[src/rtl/led_gs_packer.sv]
// Packs 16 RGB pixels into a 769-bit grayscale latch word, double-buffered.
// Build with LED_GS_GAMMA_EN for gamma-2 (p*p) expansion, else {p,p}.
module led_gs_packer #(
  parameter int NUM_LEDS   = 16,
  parameter int PIX_W      = 8,
  parameter int LATCH_SIZE = 769
) (
  input  logic                  PIXCLK,
  input  logic                  nReset,
  input  logic                  pix_valid,
  output logic                  pix_ready,
  input  logic [PIX_W-1:0]      pix_r,
  input  logic [PIX_W-1:0]      pix_g,
  input  logic [PIX_W-1:0]      pix_b,
  input  logic                  pix_sof,
  output logic                  out_valid,
  input  logic                  out_ready,
  output logic [LATCH_SIZE-1:0] out_data,
  output logic                  out_sof,
  output logic                  err_partial
);

  localparam int GS_W  = 2 * PIX_W;
  localparam int LED_W = 3 * GS_W;
  localparam int BUF_W = LATCH_SIZE - 1;
  localparam int CNT_W = 5;
  localparam logic [CNT_W-1:0] FULL = CNT_W'(NUM_LEDS);

  logic [BUF_W-1:0]      fill_q, fill_d;
  logic [CNT_W-1:0]      cnt_q, cnt_d;
  logic                  fsof_q, fsof_d;
  logic                  ov_q, ov_d;
  logic [LATCH_SIZE-1:0] od_q, od_d;
  logic                  os_q, os_d;
  logic                  err_q, err_d;

  logic             full;
  logic             accept;
  logic             xfer;
  logic [LED_W-1:0] px;

  function automatic logic [GS_W-1:0] expand(
    input logic [PIX_W-1:0] p
  );
`ifdef LED_GS_GAMMA_EN
    return GS_W'(p) * GS_W'(p);
`else
    return {p, p};
`endif
  endfunction

  assign full      = (cnt_q == FULL);
  assign pix_ready = !full;
  assign accept    = pix_valid && pix_ready;
  assign xfer      = full && (!ov_q || out_ready);
  assign px        = {expand(pix_b),
                      expand(pix_g),
                      expand(pix_r)};

  always_comb begin
    fill_d = fill_q;
    cnt_d  = cnt_q;
    fsof_d = fsof_q;
    ov_d   = ov_q;
    od_d   = od_q;
    os_d   = os_q;
    err_d  = 1'b0;

    // Top bit is the latch select, always 0.
    if (xfer) begin
      od_d   = {1'b0, fill_q};
      os_d   = fsof_q;
      ov_d   = 1'b1;
      fill_d = '0;
      cnt_d  = '0;
      fsof_d = 1'b0;
    end else if (ov_q && out_ready) begin
      ov_d = 1'b0;
    end

    if (accept) begin
      if (pix_sof) begin
        err_d              = (cnt_q != '0);
        fill_d             = '0;
        fill_d[0 +: LED_W] = px;
        cnt_d              = CNT_W'(1);
        fsof_d             = 1'b1;
      end else begin
        for (int k = 0; k < NUM_LEDS; k++) begin
          if (cnt_q == CNT_W'(k)) begin
            fill_d[k*LED_W +: LED_W] = px;
          end
        end
        cnt_d = cnt_q + CNT_W'(1);
      end
    end
  end

  always_ff @(posedge PIXCLK or negedge nReset) begin
    if (!nReset) begin
      fill_q <= '0;
      cnt_q  <= '0;
      fsof_q <= 1'b0;
      ov_q   <= 1'b0;
      od_q   <= '0;
      os_q   <= 1'b0;
      err_q  <= 1'b0;
    end else begin
      fill_q <= fill_d;
      cnt_q  <= cnt_d;
      fsof_q <= fsof_d;
      ov_q   <= ov_d;
      od_q   <= od_d;
      os_q   <= os_d;
      err_q  <= err_d;
    end
  end

  assign out_valid   = ov_q;
  assign out_data    = od_q;
  assign out_sof     = os_q;
  assign err_partial = err_q;

endmodule

[config.mk]
export PLATFORM = sky130hd
export DESIGN_NAME = led_gs_packer
export DESIGN_NICKNAME = d
export VERILOG_FILES = /design/src/rtl/led_gs_packer.sv
export SDC_FILE = /design/constraint.sdc
export NUM_CORES = 2
export LEC_CHECK = 0
export BUFFER_PORTS_ARGS = -buffer_cell sky130_fd_sc_hd__buf_4
export CAP_MARGIN = 30
export CORE_MARGIN = 1.5
export CORE_UTILIZATION = 59
export DETAILED_ROUTE_END_ITERATION = 8
export PLACE_DENSITY = 0.82
export SYNTH_ARGS = -nofsm -noshare
export SYNTH_HDL_FRONTEND = slang
export SYNTH_SLANG_ARGS = --single-unit
[constraint.sdc]
create_clock -name PIXCLK -period 7.2 [get_ports PIXCLK]
set_clock_uncertainty 0.15 [all_clocks]
set_input_delay 0.36 -clock PIXCLK [delete_from_list [all_inputs] [get_ports PIXCLK]]
set_output_delay 0.36 -clock PIXCLK [all_outputs]
set_load 0.02 [all_outputs]
### After elaboration in Yosys (flattened, before gate mapping)

Cells that the tools add are included.

| word-level totals | value |
|---|---|
| flip-flop bits (word level) | 1545 |
| output and inout bits | 773 |
| input bits | 29 |

| cells by class | value |
|---|---|
| reductions and logical operators | 10 |
| eq/ne operators | 16 |
| multiplexer cells | 29 |
| add/sub/neg operators | 1 |

Operators by type and width:

| kind | number |
|---|---|
| two-way mux 768 bit | 3 |
| two-way mux 48 bit | 16 |
| equality test 5 x 4 -> 1 bit (second input constant) | 8 |
| equality test 5 x 3 -> 1 bit (second input constant) | 4 |
| two-way mux 5 bit | 3 |
| equality test 5 x 2 -> 1 bit (second input constant) | 2 |
| two-way mux 1 bit | 7 |
| adder 5 x 1 -> 5 bit (second input constant) | 1 |
| equality test 5 x 1 -> 1 bit (second input constant) | 1 |
| equality test 5 bit (second input constant) | 1 |
| zero test 5 bit | 1 |
| nonzero test 5 bit | 1 |
| nonzero test 2 bit | 2 |
| logical AND 1 bit | 3 |
| zero test 1 bit | 2 |
| logical OR 1 bit | 1 |

### Depth between registers and ports, before layout

| depth | value |
|---|---|
| depth after elaboration | 7 |
| mapped depth | 11 |
| gate-level depth less buffers | 7 |

### Least setup slack after synthesis

OpenSTA, ideal clock, no wires.

| timing path | value |
|---|---|
| path kind | register -> register |
| start point | reg cnt_q[0] |
| end point | reg fill_q[124] |
| arrival time | 2092 ps |
| library setup time | 121 ps |
| cell stages (with the launch flop) | 12 |
| slack | 4837 ps |
| required time | 6929 ps |
| cell sequence | dfrtp_1 -> inv_1 -> ha_1 -> and4bb_2 -> buf_2 -> inv_2 -> and2_4 -> buf_6 -> a21oi_2 -> buf_2 -> buf_4 -> a22o_1 |

| between the ends | value |
|---|---|
| elaborated cells between the ends (all ways) | 9 |
| classes of those cells | eq/ne: 2; mux: 4; reduce/logical: 3 |

RTL lines:

| item | RTL line | RTL |
|---|---|---|
| from (decl) | 30 | `logic [CNT_W-1:0] cnt_q, cnt_d;` |
| from (signal assigned) | 110 | `cnt_q <= cnt_d;` |
| equality test 5 bit | 52 | `assign full = (cnt_q == FULL);` |
| zero test 1 bit | 53 | `assign pix_ready = !full;` |
| net pix_ready | 11 | `output logic pix_ready,` |
| logical AND 1 bit | 54 | `assign accept = pix_valid && pix_ready;` |
| two-way mux 768 bit | 81 | `if (accept) begin` |
| net fill_d[124] | 29 | `logic [BUF_W-1:0] fill_q, fill_d;` |
| to (signal assigned) | 109 | `fill_q <= fill_d;` |
| to (decl) | 29 |  |

The timed path passes the listed nets, and every way through them passes these cells.
A chain may end at the register's enable or synchronous reset.

### Final worst setup path

| timing path | value |
|---|---|
| start point | reg cnt_q[0] |
| end point | reg od_q[607], in the netlist out_data[607] |

| between the ends | value |
|---|---|
| longest elaborated chain between the ends | 2 |

RTL lines:

| item | RTL line | RTL |
|---|---|---|
| equality test 5 bit | 52 |  |
| logical AND 1 bit | 55 | `assign xfer = full && (!ov_q \|\| out_ready);` |
| to (signal assigned) | 105 | `od_q <= '0;` |
| to (signal assigned) | 113 | `od_q <= od_d;` |
| to (decl) | 33 | `logic [LATCH_SIZE-1:0] od_q, od_d;` |

Every way passes these cells.

==> results by group <==
Yosys
  – Yosys reg bits: 1,545
  – Mapped cell area: 57,200 um2
  – Syn_area_per_cell: 10.7 um2
  – Post-synthesis instance total: 5,338
  – Area contributors post-synth: dfrtp_1 68%, nand2_1 16%, a22o_1 10%
  – Ys async rst share: 100%
  – Post-synth top area share: 67.6%
  – Yosys warnings: 0
  – Top-count cell post-synth: nand2_1
  – Sequential fraction of the synthesis area: 67.6%
  – Top cells by count, synth: 2,436 x nand2_1, 1,545 x dfrtp_1, 672 x a22o_1
  – Netlist cell types: 38
  – Largest area contributor in the netlist: dfrtp_1
  – Post-Syn Nets: 5,372
  – Synth Flop Type: dfrtp_1
  – Post-synth EDFFs: 0

GRT
  – Total gr overflow: 0
  – Largest net degree at the start of global routing: 228
  – Vias in the first global route: 43.6k
  – Antenna violations before repair: 3
  – Met1 GRT Util: 48.8%
  – GRT Util Overall: 36.3%
  – First-pass GRT wire length: 270,000 um
  – Met2 GRT Util: 54.0%
  – M3 GR Usage: 7.85%
  – Busiest layer in global routing: met2

Power and ir drop
  – P_leak: 38.3 nW
  – Net Sw Power: 4.15 mW
  – Clock Power Share: 44.3%
  – Switching Fraction: 23.3%
  – Comb pwr share: 4.9%
  – Pwr dens: 256 nW/um2
  – Register share of total power: 50.8%
  – P_int: 13.6 mW
  – Worst vdd ir: 0.213 mV
  – Power, Total: 17.8 mW

Routing
  – WL final: 180,000 um
  – Vias: 44.7k
  – Via/cell ratio: 6.07
  – Residual DRC: 0
  – Post-DRT Antenna Nets: 0
  – Initial DRC count: 5,404
  – Wire per inst: 24.5 um
  – Pre-antenna DRT Iters: 6

STA
  – Fin. Hold Viols: 0
  – Worst slew margin: 17.2%
  – Final period utilization: 53.0%
  – Slew @ Worst Pin: 1.24 ns
  – Final setup viols: 0
  – TNS Setup: 0 ns
  – Unrepaired setup endpoints after global routing: no
  – Fin. max-slew vios: 0
  – Fmax: 262 MHz
  – Post-layout min period: 3.82 ns

Critical path
  – Startpoint Class: flop
  – Critical path peak fanout: 79
  – Crit-path cells: inv_1, ha_1, nor3b_2, and3_4, buf_4, buf_4, nand2_1, nand2_1
  – CP Data Arrival Time: 4.36 ns
  – CP peak stage delay: 0.80 ns
  – Critical path type: reg -> reg
  – CP max-delay cell: buf_4
  – Worst Setup End Kind: flop
  – Worst Path Required: 7.74 ns

Floorplan
  – Die height: 314 um
  – Core area: 96,400 um2
  – # IOs: 802
  – Die Wd: 314 um
  – DIE AREA: 98,800 um2
  – Rows: 114
  – Initial Utilization: 59.3%

CTS
  – Clock sinks: 1,545
  – CTS HTree Levels: 4
  – CTS max path bufs: 3
  – Reg clk slew, reported paths: 0.06 ns
  – CTS tree: done
  – Post-CTS Resized: 0
  – Clock root cell: clkbuf_16
  – Cts bufs inserted: 149
  – Clock latency on the worst-skew pair: 0.77 ns

Flow run
  – Max Cap Viol: 0

Layout
  – Share of cells above drive strength 1: 19.3%
  – Area growth syn-to-layout: 21.5%
  – Layout Nets: 6,007
  – Fillers: 6,381

Placement
  – Dpl hpwl: 107,000 um
  – Routability cong.: 0.858
  – Port Buffers: 800

Status
  – Status: finished, final reports clean

Worst hold path
  – Worst Hold Class: in -> reg
==> sequential cells by signal, indices dropped and copies added, names as in the netlist <==
name	count
fill_q	768
cnt_q	5
out_data	768
err_partial	1
out_sof	1
fsof_q	1
out_valid	1
==> worst paths after layout <==
path	start	endpoint	slack, ns	cells after the start
min in group asynchronous	nReset	out_data[522]$_DFFE_PN0P_	0.12	2
max in group asynchronous	nReset	out_data[751]$_DFFE_PN0P_	4.63	4
min reg2reg	fill_q[461]$_DFF_PN0_	out_data[461]$_DFFE_PN0P_	0.30	2
max reg2reg	cnt_q[0]$_DFFE_PN0P_	out_data[607]$_DFFE_PN0P_	3.38	8
min	pix_sof	fill_q[724]$_DFF_PN0_	0.09	2
max	cnt_q[0]$_DFFE_PN0P_	out_data[607]$_DFFE_PN0P_	3.38	8
==> layout by cell type, fill, tap and decap left out, drive strengths merged, types with 2 or more instances in the layout <==
cell and count:
nand2 2436, dfrtp 1545, buf 888, a22o 672, clkbuf 212, o21ai 102, a22oi 48, clkinv 32
dlygate4sd3 26, nor2b 24, a21oi 16, and3 12, inv 12, bufinv 9, a21o 8, and2 8
ha 5, clkinvlp 4, a41o 3, nor3 3, diode 2, nand2b 2, nand3b 2, mux2i 2
nor3b 2, nor2 2
==> layout make-up <==
class	count	area (um2)	share of cell area, %
antenna	2	5.00	0.00720
clock buffer	212	4270	6.14
clock inverter	51	648	0.933
inverter	6	22.5	0.0324
multi-input combinational	3357	17000	24.4
sequential	1545	38700	55.6
tap	1276	1600	2.30
timing repair buffer	914	7320	10.5
==> power by group through the flow <==
stage	clock network, mW	registers (mW)	logic, mW
5_1_grt	8.28	9.04	0.936
6_report	7.87	9.02	0.876
3_5_place_dp	0	9.16	0.856
2_1_floorplan	0	9.13	0.407
3_3_place_gp	0	9.16	0.822
4_1_cts	7.93	9.01	0.870
==> per-stage QoR <==
step           instance area (um2)  std cells  hold slack (ns)  setup slack, ns  util (%)
6_report                     69500       7363           0.0885             3.38      72.1
5_1_grt                      69500       7362           0.0806             3.21      72.1
4_1_cts                      69400       7357           0.0313             3.47      72.0
3_5_place_dp                 64200       7068            0.276             3.49      66.6
3_3_place_gp                 64000       7057            0.274             3.65      66.3
2_1_floorplan                57200       5338          -0.0856             4.84         -
==> repair_timing <==
item | CTS | global route
hold buffers | 26 | 0
setup endpoints to repair | 0 | 0
hold endpoints to repair | 257 | 0
buffers inserted | 0 | 0
==> cells by family after synthesis <==
family                   Yosys count  share of synthesized area (%)
other                              1                        0.00656
adder cells (fa/ha/maj)            5                          0.109
AO/OA/AOI/OAI                    852                           12.2
AND/OR/NAND/NOR                 2497                           16.7
buffers and inverters            436                           3.36
multiplexers                       2                         0.0350
flip-flops                      1545                           67.6
==> critical path, delay by kind of cell, from the launching register on <==
kind	cells	cell delay (ns)
buffers and inverters	3	1.65
AND/OR/NAND/NOR	4	1.12
flip-flops	1	0.45
adder cells (fa/ha/maj)	1	0.29
==> metal layers <==
layer / up-vias / part of all wire (%)
li1: 18800 / -
met1: 22600 / 38
met2: 2726 / 46
met3: 609 / 9.4
met4: 0 / 7.2
met5: - / 0
(Power assumes the default switching activity.)
